<file path="config.mk">
export PLATFORM = sky130hd
export DESIGN_NAME = color_blob_locator_flat
export DESIGN_NICKNAME = d
export VERILOG_FILES = /design/src/rtl/color_blob_locator_pkg.sv /design/src/rtl/color_blob_locator_if.sv /design/src/rtl/color_blob_locator_div.sv /design/src/rtl/color_blob_locator.sv /design/src/flat_wrapper.sv
export SDC_FILE = /design/constraint.sdc
export NUM_CORES = 1
export LEC_CHECK = 0
export CAP_MARGIN = 20
export CORE_UTILIZATION = 35
export DETAILED_ROUTE_END_ITERATION = 6
export GPL_ROUTABILITY_DRIVEN = 0
export PLACE_DENSITY = 0.58
export SLEW_MARGIN = 5
export SYNTH_ARGS = -nofsm -noshare
export SYNTH_HDL_FRONTEND = slang
export SYNTH_SLANG_ARGS = --single-unit
</file>
<file path="constraint.sdc">
create_clock -name clk -period 4.8 [get_ports clk]
set_input_delay 1.2 -clock clk [delete_from_list [all_inputs] [get_ports clk]]
set_output_delay 1.2 -clock clk [all_outputs]
set_load 0.05 [all_outputs]
</file>
<file path="src/rtl/color_blob_locator_pkg.sv">
// Shared definitions for the colour-blob locator: raster defaults, RGB333
// field widths and the result FSM state encoding.
package color_blob_locator_pkg;

  localparam int H_ACTIVE_DEF = 640;
  localparam int V_ACTIVE_DEF = 480;
  localparam int COORD_W      = 10;
  localparam int CH_W         = 3;
  localparam int PIX_W        = 3 * CH_W;

  typedef enum logic [1:0] {
    ST_IDLE  = 2'd0,
    ST_CHECK = 2'd1,
    ST_DIV_X = 2'd2,
    ST_DIV_Y = 2'd3
  } state_t;

  // Only the bits set in mask take part in the comparison.
  function automatic logic rgb_match(input logic [PIX_W-1:0] pix,
                                     input logic [PIX_W-1:0] col,
                                     input logic [PIX_W-1:0] mask);
    return ((pix ^ col) & mask) == '0;
  endfunction

endpackage

</file>
<file path="src/rtl/color_blob_locator_if.sv">
// Pixel stream in, centroid result out.
// Handshake: the pixel stream has no flow control; every clock carries one
// sample at (hcount, vcount). On the result side loc_valid is a single-cycle
// pulse with no ready: x_loc/y_loc/found change only in the cycle loc_valid
// is high and hold otherwise. busy is high while a centroid division runs.
interface color_blob_locator_if;
  import color_blob_locator_pkg::*;

  logic [COORD_W-1:0] hcount;
  logic [COORD_W-1:0] vcount;
  logic [PIX_W-1:0]   pixel;
  logic               enable;
  logic [PIX_W-1:0]   color;
  logic [PIX_W-1:0]   color_mask;
  logic [COORD_W-1:0] x_loc;
  logic [COORD_W-1:0] y_loc;
  logic               found;
  logic               loc_valid;
  logic               busy;

  modport master (
    output hcount, vcount, pixel, enable, color, color_mask,
    input  x_loc, y_loc, found, loc_valid, busy
  );

  modport slave (
    input  hcount, vcount, pixel, enable, color, color_mask,
    output x_loc, y_loc, found, loc_valid, busy
  );

endinterface

</file>
<file path="src/rtl/color_blob_locator_div.sv">
// Restoring bit-serial divider. The start cycle already performs the first
// iteration on the incoming operands, so DW iterations occupy DW cycles and
// o_done pulses in the cycle after the last one.
module seq_divider #(
  parameter int DW = 28,
  parameter int VW = 19,
  parameter int QW = 10
) (
  input  logic          clk,
  input  logic          reset_n,
  input  logic          i_start,
  input  logic [DW-1:0] i_dividend,
  input  logic [VW-1:0] i_divisor,
  output logic          o_done,
  output logic [QW-1:0] o_quotient
);
  localparam int CW = $clog2(DW + 1);

  logic [VW-1:0] r_rem;
  logic [DW-1:0] r_quo;
  logic [VW-1:0] r_div;
  logic [CW-1:0] r_cnt;
  logic          r_run;
  logic          r_done;

  logic [VW-1:0] w_rem_in;
  logic [DW-1:0] w_quo_in;
  logic [VW-1:0] w_div_in;
  logic [VW:0]   w_shift;
  logic          w_fits;
  logic [VW-1:0] w_diff;
  logic [VW-1:0] w_rem_nxt;
  logic [DW-1:0] w_quo_nxt;

  // One restoring step on either the fresh operands or the running state.
  always_comb begin
    w_rem_in  = i_start ? '0 : r_rem;
    w_quo_in  = i_start ? i_dividend : r_quo;
    w_div_in  = i_start ? i_divisor : r_div;
    w_shift   = {w_rem_in, w_quo_in[DW-1]};
    w_fits    = w_shift >= {1'b0, w_div_in};
    w_diff    = w_shift[VW-1:0] - w_div_in;
    w_rem_nxt = w_fits ? w_diff : w_shift[VW-1:0];
    w_quo_nxt = {w_quo_in[DW-2:0], w_fits};
  end

  // Iteration state and the done pulse.
  always_ff @(posedge clk) begin
    if (!reset_n) begin
      r_rem  <= '0;
      r_quo  <= '0;
      r_div  <= '0;
      r_cnt  <= '0;
      r_run  <= 1'b0;
      r_done <= 1'b0;
    end else begin
      r_done <= 1'b0;
      if (i_start) begin
        r_rem <= w_rem_nxt;
        r_quo <= w_quo_nxt;
        r_div <= w_div_in;
        r_cnt <= CW'(DW - 1);
        r_run <= 1'b1;
      end else if (r_run) begin
        r_rem <= w_rem_nxt;
        r_quo <= w_quo_nxt;
        r_cnt <= r_cnt - CW'(1);
        if (r_cnt == CW'(1)) begin
          r_run  <= 1'b0;
          r_done <= 1'b1;
        end
      end
    end
  end

  assign o_done     = r_done;
  assign o_quotient = r_quo[QW-1:0];

endmodule

</file>
<file path="src/rtl/color_blob_locator.sv">
// Accumulates coordinates of pixels matching the masked target colour over a
// frame, then publishes the truncated centroid computed by one shared divider.
module color_blob_locator
  import color_blob_locator_pkg::*;
#(
  parameter int H_ACTIVE   = H_ACTIVE_DEF,
  parameter int V_ACTIVE   = V_ACTIVE_DEF,
  parameter int MIN_PIXELS = 4,
  parameter int CNT_W      = 19,
  parameter int SUM_W      = 28
) (
  input  logic   clk,
  input  logic   reset_n,
  color_blob_locator_if.slave bus,
  output state_t o_dbg_state
);

  logic               w_active, w_hit, w_frame_end, w_enough;
  logic [CNT_W-1:0]   w_cnt_nxt;
  logic [SUM_W-1:0]   w_sx_nxt, w_sy_nxt, w_dividend;
  logic               w_div_start, w_div_done;
  logic [COORD_W-1:0] w_quo;
  state_t             w_next_state;

  logic [CNT_W-1:0]   r_acc_cnt, r_snap_cnt;
  logic [SUM_W-1:0]   r_acc_sx, r_acc_sy, r_snap_sx, r_snap_sy;
  state_t             r_state;
  logic [COORD_W-1:0] r_x_loc, r_y_loc, r_x_quo;
  logic               r_found, r_loc_valid;

  // Hit detection and the running totals including this cycle's hit.
  always_comb begin
    w_active    = (bus.hcount < COORD_W'(H_ACTIVE)) && (bus.vcount < COORD_W'(V_ACTIVE));
    w_hit       = w_active && bus.enable && rgb_match(bus.pixel, bus.color, bus.color_mask);
    w_frame_end = (bus.hcount == COORD_W'(H_ACTIVE - 1)) && (bus.vcount == COORD_W'(V_ACTIVE - 1));
    w_cnt_nxt   = r_acc_cnt + {{(CNT_W-1){1'b0}}, w_hit};
    w_sx_nxt    = r_acc_sx + (w_hit ? SUM_W'(bus.hcount) : '0);
    w_sy_nxt    = r_acc_sy + (w_hit ? SUM_W'(bus.vcount) : '0);
  end

  // Accumulators restart at frame end; the snapshot is only taken when idle
  // so a running division keeps its operands.
  always_ff @(posedge clk) begin
    if (!reset_n) begin
      r_acc_cnt  <= '0;
      r_acc_sx   <= '0;
      r_acc_sy   <= '0;
      r_snap_cnt <= '0;
      r_snap_sx  <= '0;
      r_snap_sy  <= '0;
    end else if (w_frame_end) begin
      r_acc_cnt <= '0;
      r_acc_sx  <= '0;
      r_acc_sy  <= '0;
      if (r_state == ST_IDLE) begin
        r_snap_cnt <= w_cnt_nxt;
        r_snap_sx  <= w_sx_nxt;
        r_snap_sy  <= w_sy_nxt;
      end
    end else begin
      r_acc_cnt <= w_cnt_nxt;
      r_acc_sx  <= w_sx_nxt;
      r_acc_sy  <= w_sy_nxt;
    end
  end

  // FSM state register.
  always_ff @(posedge clk) begin
    if (!reset_n) r_state <= ST_IDLE;
    else          r_state <= w_next_state;
  end

  // Next state and divider launch: x starts in CHECK, y starts as x finishes.
  always_comb begin
    w_next_state = r_state;
    w_div_start  = 1'b0;
    w_dividend   = r_snap_sx;
    w_enough     = r_snap_cnt >= CNT_W'(MIN_PIXELS);
    case (r_state)
      ST_IDLE:  if (w_frame_end) w_next_state = ST_CHECK;
      ST_CHECK: begin
        if (w_enough) begin
          w_div_start  = 1'b1;
          w_next_state = ST_DIV_X;
        end else begin
          w_next_state = ST_IDLE;
        end
      end
      ST_DIV_X: begin
        if (w_div_done) begin
          w_div_start  = 1'b1;
          w_dividend   = r_snap_sy;
          w_next_state = ST_DIV_Y;
        end
      end
      ST_DIV_Y: if (w_div_done) w_next_state = ST_IDLE;
      default:  w_next_state = ST_IDLE;
    endcase
  end

  seq_divider #(.DW(SUM_W), .VW(CNT_W), .QW(COORD_W)) u_div (
    .clk        (clk),
    .reset_n    (reset_n),
    .i_start    (w_div_start),
    .i_dividend (w_dividend),
    .i_divisor  (r_snap_cnt),
    .o_done     (w_div_done),
    .o_quotient (w_quo)
  );

  // Result registers: x is parked until y is ready so both appear together.
  always_ff @(posedge clk) begin
    if (!reset_n) begin
      r_x_loc     <= '0;
      r_y_loc     <= '0;
      r_x_quo     <= '0;
      r_found     <= 1'b0;
      r_loc_valid <= 1'b0;
    end else begin
      r_loc_valid <= 1'b0;
      case (r_state)
        ST_CHECK: begin
          if (!w_enough) begin
            r_found     <= 1'b0;
            r_loc_valid <= 1'b1;
          end
        end
        ST_DIV_X: if (w_div_done) r_x_quo <= w_quo;
        ST_DIV_Y: begin
          if (w_div_done) begin
            r_x_loc     <= r_x_quo;
            r_y_loc     <= w_quo;
            r_found     <= 1'b1;
            r_loc_valid <= 1'b1;
          end
        end
        default: ;
      endcase
    end
  end

  assign bus.x_loc     = r_x_loc;
  assign bus.y_loc     = r_y_loc;
  assign bus.found     = r_found;
  assign bus.loc_valid = r_loc_valid;
  assign bus.busy      = ((r_state == ST_CHECK) && w_enough) ||
                         (r_state == ST_DIV_X) || (r_state == ST_DIV_Y);
  assign o_dbg_state   = r_state;

endmodule

</file>
<file path="src/flat_wrapper.sv">
// flat-port wrapper written by rule: the top's interface ports become plain ports
module color_blob_locator_flat import color_blob_locator_pkg::*;
#(
  parameter int H_ACTIVE   = H_ACTIVE_DEF,
  parameter int V_ACTIVE   = V_ACTIVE_DEF,
  parameter int MIN_PIXELS = 4,
  parameter int CNT_W      = 19,
  parameter int SUM_W      = 28
)
  (clk, reset_n, o_dbg_state, bus_hcount, bus_vcount, bus_pixel, bus_enable, bus_color, bus_color_mask, bus_x_loc, bus_y_loc, bus_found, bus_loc_valid, bus_busy);
  color_blob_locator_if bus_i ();
  input  logic clk;
  input  logic reset_n;
  output state_t o_dbg_state;
  input wire logic [$bits(bus_i.hcount)-1:0] bus_hcount;
  input wire logic [$bits(bus_i.vcount)-1:0] bus_vcount;
  input wire logic [$bits(bus_i.pixel)-1:0] bus_pixel;
  input wire logic [$bits(bus_i.enable)-1:0] bus_enable;
  input wire logic [$bits(bus_i.color)-1:0] bus_color;
  input wire logic [$bits(bus_i.color_mask)-1:0] bus_color_mask;
  output wire logic [$bits(bus_i.x_loc)-1:0] bus_x_loc;
  output wire logic [$bits(bus_i.y_loc)-1:0] bus_y_loc;
  output wire logic [$bits(bus_i.found)-1:0] bus_found;
  output wire logic [$bits(bus_i.loc_valid)-1:0] bus_loc_valid;
  output wire logic [$bits(bus_i.busy)-1:0] bus_busy;
  assign bus_i.hcount = bus_hcount;
  assign bus_i.vcount = bus_vcount;
  assign bus_i.pixel = bus_pixel;
  assign bus_i.enable = bus_enable;
  assign bus_i.color = bus_color;
  assign bus_i.color_mask = bus_color_mask;
  assign bus_x_loc = bus_i.x_loc;
  assign bus_y_loc = bus_i.y_loc;
  assign bus_found = bus_i.found;
  assign bus_loc_valid = bus_i.loc_valid;
  assign bus_busy = bus_i.busy;
  color_blob_locator #(.H_ACTIVE(H_ACTIVE), .V_ACTIVE(V_ACTIVE), .MIN_PIXELS(MIN_PIXELS), .CNT_W(CNT_W), .SUM_W(SUM_W)) u_core (.clk(clk), .reset_n(reset_n), .bus(bus_i), .o_dbg_state(o_dbg_state));
endmodule
</file>
## Word level (Yosys, flattened, before mapping)

Cells that the tools add are included.

- Div/mod/pow operators: 0
- $lt $le $gt $ge: 4
- Muxes and demuxes: 31
- Add/subtract/negate cells: 5
- Equal/unequal tests: 10
- Bitwise operators: 4
- Reduce and logical (&&, ||, !) cells: 19
- Multiply operators: 0
- Shift operators: 0

Operators by type and width:

| operator | number |
|---|---|
| 2-to-1 mux 28 bit | 5 |
| 2-to-1 mux 19 bit | 5 |
| adder 28 bit | 2 |
| greater-or-equal comparator 20 x 19 -> 1 bit | 1 |
| 2-to-1 mux 10 bit | 2 |
| adder 19 x 1 -> 19 bit | 1 |
| greater-or-equal comparator 19 x 3 -> 1 bit, second input constant | 1 |
| subtractor 19 bit | 1 |
| equality test 10 bit, second input constant | 1 |
| equality test 10 x 9 -> 1 bit, second input constant | 1 |
| less-than comparator 10 bit, second input constant | 1 |
| less-than comparator 10 x 9 -> 1 bit, second input constant | 1 |
| 2-to-1 mux 5 bit | 2 |
| AND 9 bit | 1 |
| logical NOT 9 bit | 1 |
| 2-to-1 mux 1 bit | 9 |
| bitwise XOR 9 bit | 1 |
| 2-to-1 mux 2 bit | 4 |
| case mux 2 bit (4 select lines) | 1 |
| inequality test 2 bit, second input constant | 3 |
| case mux 1 bit (2 select lines) | 3 |
| AND reduction 2 bit | 3 |
| AND reduction 3 bit | 2 |
| equality test 5 x 1 -> 1 bit, second input constant | 1 |
| 11 further kinds | 20 |

- Latch bits: 0
- Bits in read-only memories: 0
- Register bits: 257
- Memory bits (writable): 0
- Logic and storage cells: 92
- Memories kept: 0

## Longest topological paths before layout

Gate-level depths: netlist of run 1.

- Word-level depth: 8
- Mapped depth: 24

## Hierarchy

A second synthesis of run 1 with hierarchy kept.

- Cells, all modules: 1561
- Area total of the unflattened synthesis: 13050.0 sq um

By module, submodules not included:

| module | times used | cells an instance | area an instance (sq um) |
|---|---|---|---|
| color_blob_locator | 1 | 1031 | 8368.0 |
| seq_divider | 1 | 530 | 4682.0 |

## Least setup slack after synthesis of run 1

No wires, ideal clock.

- Kind: register to register
- From: register u_core.r_state[0], in the netlist u_core.o_dbg_state[0]
- To: register u_core.u_div.r_rem[1]
- Cell stages (with the launch flop): 25
- Arrival time: 5.162 ns
- Buffers on the path: 5
- Required time: 4.672 ns
- Setup slack: -0.490 ns
- Library setup time: 0.128 ns
- Period minus slack after synthesis: 5.290 ns
- Path through: dfxtp_1 -> inv_1 -> ha_1 -> and2_1 -> nor3_4 -> a21o_1 -> buf_2 -> clkbuf_1 -> buf_1 -> clkbuf_1 -> nand2_1 -> nand2_1 -> ha_1 -> fa_1 -> nand2b_1 -> nand2b_1 -> maj3_1 -> a311oi_1 -> o21bai_1 -> a21oi_2 -> nor2_2 -> buf_4 -> mux2i_1 -> a221oi_1 -> nor2_1

- Word-level cells in the longest chain between the ends: 7

RTL lines:

| item | line | text |
|---|---|---|
| from (decl) | color_blob_locator.sv:27 | `state_t r_state;` |
| from (signal assigned) | color_blob_locator.sv:70 | `else r_state <= w_next_state;` |
| equality test 2 bit or equality test 2 x 1 -> 1 bit (tied branches) | color_blob_locator.sv:79 | `case (r_state)` |
| case mux 1 bit (2 select lines) * | color_blob_locator.sv:79 |  |
| 2-to-1 mux 19 bit * | color_blob_locator_div.sv:39 | `w_div_in = i_start ? i_divisor : r_div;` |
| via u_core.u_div.w_div_in[0] | color_blob_locator_div.sv:28 | `logic [VW-1:0] w_div_in;` |
| subtractor 19 bit or greater-or-equal comparator 20 x 19 -> 1 bit (tied branches) | color_blob_locator_div.sv:42, color_blob_locator_div.sv:41 |  |
| 2-to-1 mux 19 bit * | color_blob_locator_div.sv:43 | `w_rem_nxt = w_fits ? w_diff : w_shift[VW-1:0];` |
| 2-to-1 mux 19 bit | color_blob_locator_div.sv:64 | `end else if (r_run) begin` |
| 2-to-1 mux 19 bit * | color_blob_locator_div.sv:58 | `if (i_start) begin` |
| to (signal assigned) | color_blob_locator_div.sv:59 | `r_rem <= w_rem_nxt;` |
| to (signal assigned) | color_blob_locator_div.sv:65 | `r_rem <= w_rem_nxt;` |
| to (decl) | color_blob_locator_div.sv:19 | `logic [VW-1:0] r_rem;` |

Mark *: on every way through the listed nets, which the timed path passes. The rest lies on a longest branch. The select of a mux whose other input is x is not followed.
A chain may end at the register's enable or synchronous reset.

## Final worst setup path of run 1

- From: input bus_pixel[7]
- To: register u_core.r_snap_sx[19]

- Word-level cells in the longest chain between the ends: 6

RTL lines:

| item | line | text |
|---|---|---|
| from (decl) | flat_wrapper.sv:17 | `input wire logic [$bits(bus_i.pixel)-1:0] bus_pixel;` |
| bitwise XOR 9 bit | color_blob_locator_pkg.sv:22 | `return ((pix ^ col) & mask) == '0;` |
| AND 9 bit | color_blob_locator_pkg.sv:22 |  |
| logical NOT 9 bit | color_blob_locator_pkg.sv:22 |  |
| logical AND 1 bit | color_blob_locator.sv:34 | `w_hit = w_active && bus.enable && rgb_match(bus.pixel, bus.color, bus.color_mask);` |
| 2-to-1 mux 10 bit | color_blob_locator.sv:37 | `w_sx_nxt = r_acc_sx + (w_hit ? SUM_W'(bus.hcount) : '0);` |
| adder 28 bit | color_blob_locator.sv:37 |  |
| to (signal assigned) | color_blob_locator.sv:57 | `r_snap_sx <= w_sx_nxt;` |
| to (decl) | color_blob_locator.sv:26 | `logic [SUM_W-1:0] r_acc_sx, r_acc_sy, r_snap_sx, r_snap_sy;` |

Every way passes these cells.

==> impl_metrics.csv, run 1 <==
group,metric,value,unit
critical_path,path_class,"in -> reg",
final_layout,n_antenna_cell,0,
detailed_routing,vias_per_cell,5.08,
floorplan,dieArea,0.0361,sq mm
synth,async_reset_ff_share,0,%
timing,skew,0.00900,ns
min_path,hold_class,"reg -> reg",
global_routing,top_usage_layer,"met2",
placement,numPortBuffers,74,
cts,htree_levels,1,
detailed_routing,ant_nets,0,
timing,setup_tns,0,ns
min_path,min-delay-start,"u_core.bus.x_loc[0]",
placement,placed_area,0.0139,sq mm
floorplan,num_rows,68,
placement,dpl_worst_slack,-0.410,ns
synth,synth_edf_count,0,
cts,cts.sinks,257,
timing,max_slew_margin,22.7,%
timing,max_freq,222,MHz
critical_path,critical_path_arrival,4.89,ns
timing,hold_viol_final,0,
final_layout,stdcell_area,0.0149,sq mm
synth,ys.warnings.count,0,
timing,setup_ws,0.289,ns
timing,finalMaxSlewViolations,0,
global_routing,grt_pass1_wl,51300,um
detailed_routing,firstDrtPassIters,5,
synth,synth_cells,1491,
critical_path,worstReg2RegStart,"u_core.o_dbg_state[0]",
final_layout,n_fill_cell,3451,
timing,fin_crit_sh,94.0,%
global_routing,antenna_found_initial,0,
synth,synth.largest_area_cell,"dfxtp_1",
timing,rsz0062_at_grt,"true",
detailed_routing,dr.first_iter.drc_count,644,
floorplan,dieWidth,190,um
synth,yosys_most_used_dff,"dfxtp_1",
detailed_routing,num_vias,10400,
timing,whs,0.453,ns
global_routing,grt_pass1_vias,9941,
detailed_routing,routedWlPerCell,15.1,um
global_routing,grt_remaining_overflow,0,
critical_path,cp-start-kind,"input port",
cts,root_buffer,"clkbuf_16",
critical_path,worstPathRequired,5.18,ns
synth,yosysSeqAreaShare,41.6,%
synth,syn_nets,1590,
critical_path,r2r.worst_path.cells,19,
floorplan,core_area,0.0346,sq mm
global_routing,grt_max_degree,92,
synth,yosysUniqueCellTypes,73,
critical_path,crit_path_end_kind,"flop",
synth,syn-mean-instance-area,8.30,sq um
detailed_routing,drc,0,
timing,min_period,4.51,ns
critical_path,rrSetupSlack,0.32,ns
final_layout,fin_nets,1672,
global_routing,grt_use_met1,25.7,%
synth,synth_top_area_share,41.6,%
cts,cts_tree,"built",
timing,tightest_slew,1.16,ns
floorplan,num_io_pins,75,
min_path,worst_hold_path.num_cells,2,
synth,ys_seq_elements,257,
floorplan,fp.dieH,190,um
job,maxCapViolCount,0,
critical_path,crit_fanout,5,
power,power_density,304,mW/mm^2
global_routing,grtUsageTotal,17.3,%
power,power_leakage,5.59,nW
global_routing,grt_use_met2,26.1,%
run_status,status,"completed",
cts,clk_transition_reported_paths,0.06,ns
power,ir_drop,229,uV
floorplan,start_util,35.7,%
detailed_routing,routed_wl,31000,um
critical_path,reg2reg_to,"u_core.u_div.r_rem[15]",
global_routing,grt_use_met3,2.36,%
final_layout,drive_gt1_share,9.10,%
timing,setup_viol,0,
cts,clockBufferDepth,3,
min_path,min_to,"u_core.bus.x_loc[0]",
synth,synth_area_leaders,"dfxtp_1, nor2_1, nand2_1",
cts,clock_latency,0.55,ns
placement,dp_hpwl,21500,um
synth,syn_area,0.0124,sq mm
cts,cts_buffers,29,
final_layout,area_delta_synth_final,20.3,%
==> worst max-delay path: stages <==
cell and delay [ns]:
clkdlybuf4s50_1 0.44, xor2_1 0.15, a22o_1 0.22, a221oi_1 0.21
and3_4 0.26, buf_4 0.11, nand2_1 0.06, inv_1 0.06
ha_1 0.21, a21o_1 0.18, a21oi_1 0.19, o21ai_0 0.11
a21oi_1 0.23, o21ai_0 0.16, a211oi_1 0.23, buf_4 0.16
o21ai_0 0.11, buf_4 0.17, nand4_1 0.10, xor2_1 0.21
a211oi_1 0.10
==> how the worst max path moves through the flow <==
stage                                startpoint                     to  slack [ns]  depth (start not counted)
after global placement             bus_pixel[7]   u_core.r_snap_sx[26]       -0.38                         20
after detailed placement          bus_vcount[9]   u_core.r_snap_sx[26]       -0.41                         19
final                              bus_pixel[7]   u_core.r_snap_sx[19]        0.29                         21
after CTS                         bus_vcount[9]   u_core.r_snap_sx[26]        0.14                         19
after global routing               bus_pixel[7]   u_core.r_snap_sx[22]       -0.01                         19
after floorplan           u_core.o_dbg_state[0]  u_core.u_div.r_rem[1]        0.03                         24
==> placed cells by master, fill, tap and decap left out, drive strengths merged, types with 32 or more instances in the layout <==
| cell | Yosys | layout |
|---|---|---|
| xor2 | 59 | 59 |
| ha | 46 | 46 |
| buf | 10 | 67 |
| a21oi | 113 | 113 |
| clkbuf | 80 | 42 |
| nand2 | 184 | 184 |
| clkdlybuf4s50 | 0 | 74 |
| nor2 | 205 | 205 |
| dfxtp | 257 | 257 |
| o21ai | 42 | 42 |
| nand3 | 34 | 34 |
| xnor2 | 34 | 34 |
| a211oi | 86 | 86 |
| inv | 50 | 50 |
| and2 | 39 | 39 |
| nor2b | 32 | 32 |
==> metrics by stage <==
step	util, %	cells	total power, W
after global placement	40.0	1995	0.00234
final	43.0	2048	0.00453
after floorplan	-	1491	0.00225
after global routing	43.0	2048	0.00469
after detailed placement	40.0	1995	0.00234
after CTS	42.9	2046	0.00458
==> per-layer routing <==
layer	part of all wire, %	vias to the layer above	wire length, um
met5	0	-	0
met4	1.7	0	542
met3	4.9	34	1520
li1	-	5347	-
met1	52	4795	16100
met2	41	223	12800
==> Yosys cell counts, types with 2 or more instances <==
cell and instances:
dfxtp_1 257, nor2_1 204, nand2_1 184, a21oi_1 111
a211oi_1 85, clkbuf_1 80, xor2_1 59, inv_1 50
ha_1 46, and2_1 39, o21ai_0 38, nand3_1 34
xnor2_1 34, nor2b_1 32, a311oi_1 28, and3_1 25
mux2i_1 22, nand4_1 17, nor3_1 14, o211ai_1 14
a21o_1 13, nand2b_1 10, a22oi_1 8, nor4_1 6
buf_1 5, o21ai_1 4, or3_1 4, a221oi_1 3
a31oi_1 3, and4_1 3, and4b_1 3, buf_2 3
fa_1 3, o22ai_1 3, a211o_1 2, maj3_1 2
nor4b_1 2, o2111ai_1 2, o21a_1 2, o21bai_1 2
o22a_1 2, or2_2 2
==> where the power goes <==
part	internal (W)	switching (W)	total [W]	leakage [nW]
Combinational	0.0000688	0.0000799	0.000149	3.03
Clock	0.00136	0.000878	0.00224	0.489
Sequential	0.00214	0.00000433	0.00214	2.07
Total	0.00357	0.000962	0.00453	5.59
==> repair_timing <==
| item | in CTS | in global routing |
|---|---|---|
| setup buffers | 0 | 2 |
| hold buffers | 0 | 0 |
| resized for setup | 0 | 12 |
| endpoints found under the setup margin | 0 | 56 |
==> flip-flops by register name (all words and copies together) (netlist names), 5 cells and up, named ones only <==
name,cells
u_core.r_acc_sx,28
u_core.r_acc_sy,28
u_core.r_snap_sx,28
u_core.r_snap_sy,28
u_core.u_div.r_quo,28
u_core.r_acc_cnt,19
u_core.r_snap_cnt,19
u_core.u_div.r_div,19
u_core.u_div.r_rem,19
u_core.bus.x_loc,10
u_core.bus.y_loc,10
u_core.r_x_quo,10
u_core.u_div.r_cnt,5
==> cells by family after synthesis <==
| family | share of synthesized area, % |
|---|---|
| and+or+nand+nor | 22.2 |
| AOI/OAI and AO/OA | 18.1 |
| DFF | 41.6 |
| buffers and inverters | 4.37 |
| xor gates and xnor gates | 6.58 |
| adders and majority gates | 5.30 |
| muxes | 1.87 |
| other | 0.0303 |
==> final cells by class <==
type	instances	area, sq um	share of cell area [%]
Multi-Input combinational cell	1094	6740	45.3
Sequential cell	257	5150	34.6
Timing Repair Buffer	141	1270	8.52
Clock buffer	42	875	5.87
Tap cell	455	569	3.82
Inverter	50	190	1.28
Clock inverter	9	98.8	0.664
Note: power is estimated with default switching activity, not from simulation.
==> run 2: changes to the inputs <==
--- a/config.mk
+++ b/config.mk
@@ -6,10 +6,13 @@
 export NUM_CORES = 1
 export LEC_CHECK = 0
 export CAP_MARGIN = 20
+export CORE_ASPECT_RATIO = 1.1
 export CORE_UTILIZATION = 35
 export DETAILED_ROUTE_END_ITERATION = 6
 export GPL_ROUTABILITY_DRIVEN = 0
+export MAX_ROUTING_LAYER = met4
 export PLACE_DENSITY = 0.58
+export SETUP_SLACK_MARGIN = 0.2
 export SLEW_MARGIN = 5
 export SYNTH_ARGS = -nofsm -noshare
 export SYNTH_HDL_FRONTEND = slang
==> run 2 against run 1 <==
Compared with the run above: die area is essentially flat; non-clock buffer count shrank 5; register-to-register slack gained 0.14 ns; sequential share of layout area shrank 0.23 points; sequential cell count is the same; critical path depth shrank 3; global-route usage grew 0.57 points; fmax grew 3.6%; first-iteration DRC count shrank 23%; clock skew grew 0.0064 ns; clock power grew 4%; sequential power is essentially flat; critical path type unchanged; highest routed layer unchanged.
==> impl_metrics.csv, run 2 (same netlist as run 1, synthesis figures left out) <==
group,metric,value,unit
run_status,status,"completed",
cts,clockBufferDepth,3,
critical_path,worstReg2RegStart,"u_core.o_dbg_state[0]",
min_path,min_to,"u_core.r_x_quo[0]",
detailed_routing,routedWlPerCell,15.3,um
cts,cts.hold.buffers_added,0,
power,total_power,0.00460,W
job,maxCapViolCount,0,
min_path,worst_hold_path.num_cells,2,
critical_path,critical_path_arrival,4.76,ns
timing,min_period,4.36,ns
detailed_routing,ant_nets,0,
min_path,min-delay-start,"u_core.r_x_quo[0]",
timing,max_slew_margin,24.7,%
final_layout,area_delta_synth_final,21.1,%
detailed_routing,num_vias,10400,
critical_path,crit_fanout,8,
critical_path,path_class,"in -> reg",
global_routing,grt_pass1_vias,10100,
timing,finalMaxSlewViolations,0,
power,power_density,307,mW/mm^2
final_layout,n_antenna_cell,0,
detailed_routing,vias_per_cell,5.16,
global_routing,grt_remaining_overflow,0,
placement,dpl_worst_slack,-0.632,ns
power,ir_drop,247,uV
global_routing,antenna_found_initial,0,
timing,fin_crit_sh,90.7,%
final_layout,drive_gt1_share,10.2,%
cts,clk_transition_reported_paths,0.06,ns
final_layout,final_cell_mix,"dfxtp_1, nor2_1, nand2_1, a21oi_1, a211oi_1",
floorplan,dieArea,0.0361,sq mm
cts,cts.sinks,257,
cts,cts_buffers,27,
critical_path,rrSetupSlack,0.46,ns
cts,root_buffer,"clkbuf_16",
timing,hold_viol_final,0,
floorplan,num_rows,71,
critical_path,r2r.worst_path.cells,19,
global_routing,grtUsageTotal,17.9,%
timing,setup_ws,0.444,ns
timing,skew,0.0154,ns
detailed_routing,firstDrtPassIters,5,
placement,numPortBuffers,74,
critical_path,startpoint,"bus_vcount[9]",
critical_path,crit_path_end_kind,"flop",
cts,htree_levels,1,
timing,tightest_slew,1.13,ns
detailed_routing,routed_wl,31000,um
critical_path,cp-start-kind,"input port",
critical_path,worstPathRequired,5.20,ns
timing,setup_viol,0,
global_routing,grt_max_degree,83,
timing,max_freq,230,MHz
cts,clock_latency,0.56,ns
global_routing,grt_pass1_wl,51400,um
timing,whs,0.452,ns
cts,cts_tree,"built",
detailed_routing,dr.first_iter.drc_count,499,
timing,rsz0062_at_grt,"false",
floorplan,start_util,35.9,%
detailed_routing,drc,0,
critical_path,reg2reg_to,"u_core.u_div.r_rem[10]",
final_layout,final_common_cell,"dfxtp_1",
power,power_leakage,5.58,nW
final_layout,fin_nets,1665,
final_layout,n_fill_cell,3416,
floorplan,core_area,0.0345,sq mm
placement,dp_hpwl,21000,um
timing,setup_tns,0,ns
floorplan,num_io_pins,75,
floorplan,dieWidth,181,um
floorplan,fp.dieH,199,um
min_path,hold_class,"reg -> reg",
[run 2: power by group]
part	total, W	internal (W)	switching, W
clock	0.00232	0.00143	0.000891
sequential	0.00214	0.00214	0.00000384
combinational	0.000144	0.0000646	0.0000797
[run 2: worst max-delay path, cell delays in order]
cell and delay, ns:
clkdlybuf4s50_1 0.47, and4b_1 0.20, a222oi_1 0.34, and3_4 0.29, buf_4 0.13, and2_1 0.12, ha_1 0.23, buf_4 0.14
a21oi_1 0.17, o21ai_0 0.12, a21oi_1 0.21, o21ai_1 0.16, a211oi_2 0.28, o21ai_0 0.14, buf_4 0.16, nand4_1 0.12
xor2_2 0.20, a211oi_1 0.10
[run 2: how the worst max path moves through the flow]
| stage | to | slack (ns) | cells past startpoint |
|---|---|---|---|
| 5_1_grt | u_core.r_snap_sy[26] | 0.15 | 21 |
| 3_3_place_gp | u_core.r_snap_sx[26] | -0.54 | 20 |
| 3_5_place_dp | u_core.r_snap_sx[26] | -0.63 | 20 |
| 4_1_cts | u_core.r_snap_sy[21] | 0.20 | 21 |
| 2_1_floorplan | u_core.u_div.r_rem[1] | 0.20 | 24 |
| 6_report | u_core.r_snap_sx[19] | 0.44 | 18 |
[run 2: area by class of cell]
cell class,count,area (sq um),share of cell area [%]
Inverter,50,190,1.27
Clock inverter,13,205,1.37
Clock buffer,36,791,5.27
Multi-Input combinational cell,1094,6860,45.8
Sequential cell,257,5150,34.4
Tap cell,438,548,3.66
Timing Repair Buffer,136,1250,8.31
[run 2: per-stage QoR]
stage	instances	util [%]	instance area (sq um)
after global placement	1972	40.1	13800
final	2024	43.5	15000
after detailed placement	1972	40.1	13800
after floorplan	1491	-	12400
after global routing	2024	43.5	15000
after CTS	2023	43.1	14800
[run 2: repair_timing]
| action | in CTS | in global routing |
|---|---|---|
| resized for setup | 7 | 38 |
| setup endpoints to repair | 44 | 89 |
| setup buffers | 2 | 1 |
| pin swaps | 2 | 15 |
[run 2: per-layer routing]
metal	global-route usage [%]	up-vias	share of wire, %
met3	2.39	44	4.1
met2	27.3	197	43
met1	24.4	4873	51
li1	-	5334	-
met4	5.56	0	2.2
met5	-	-	0
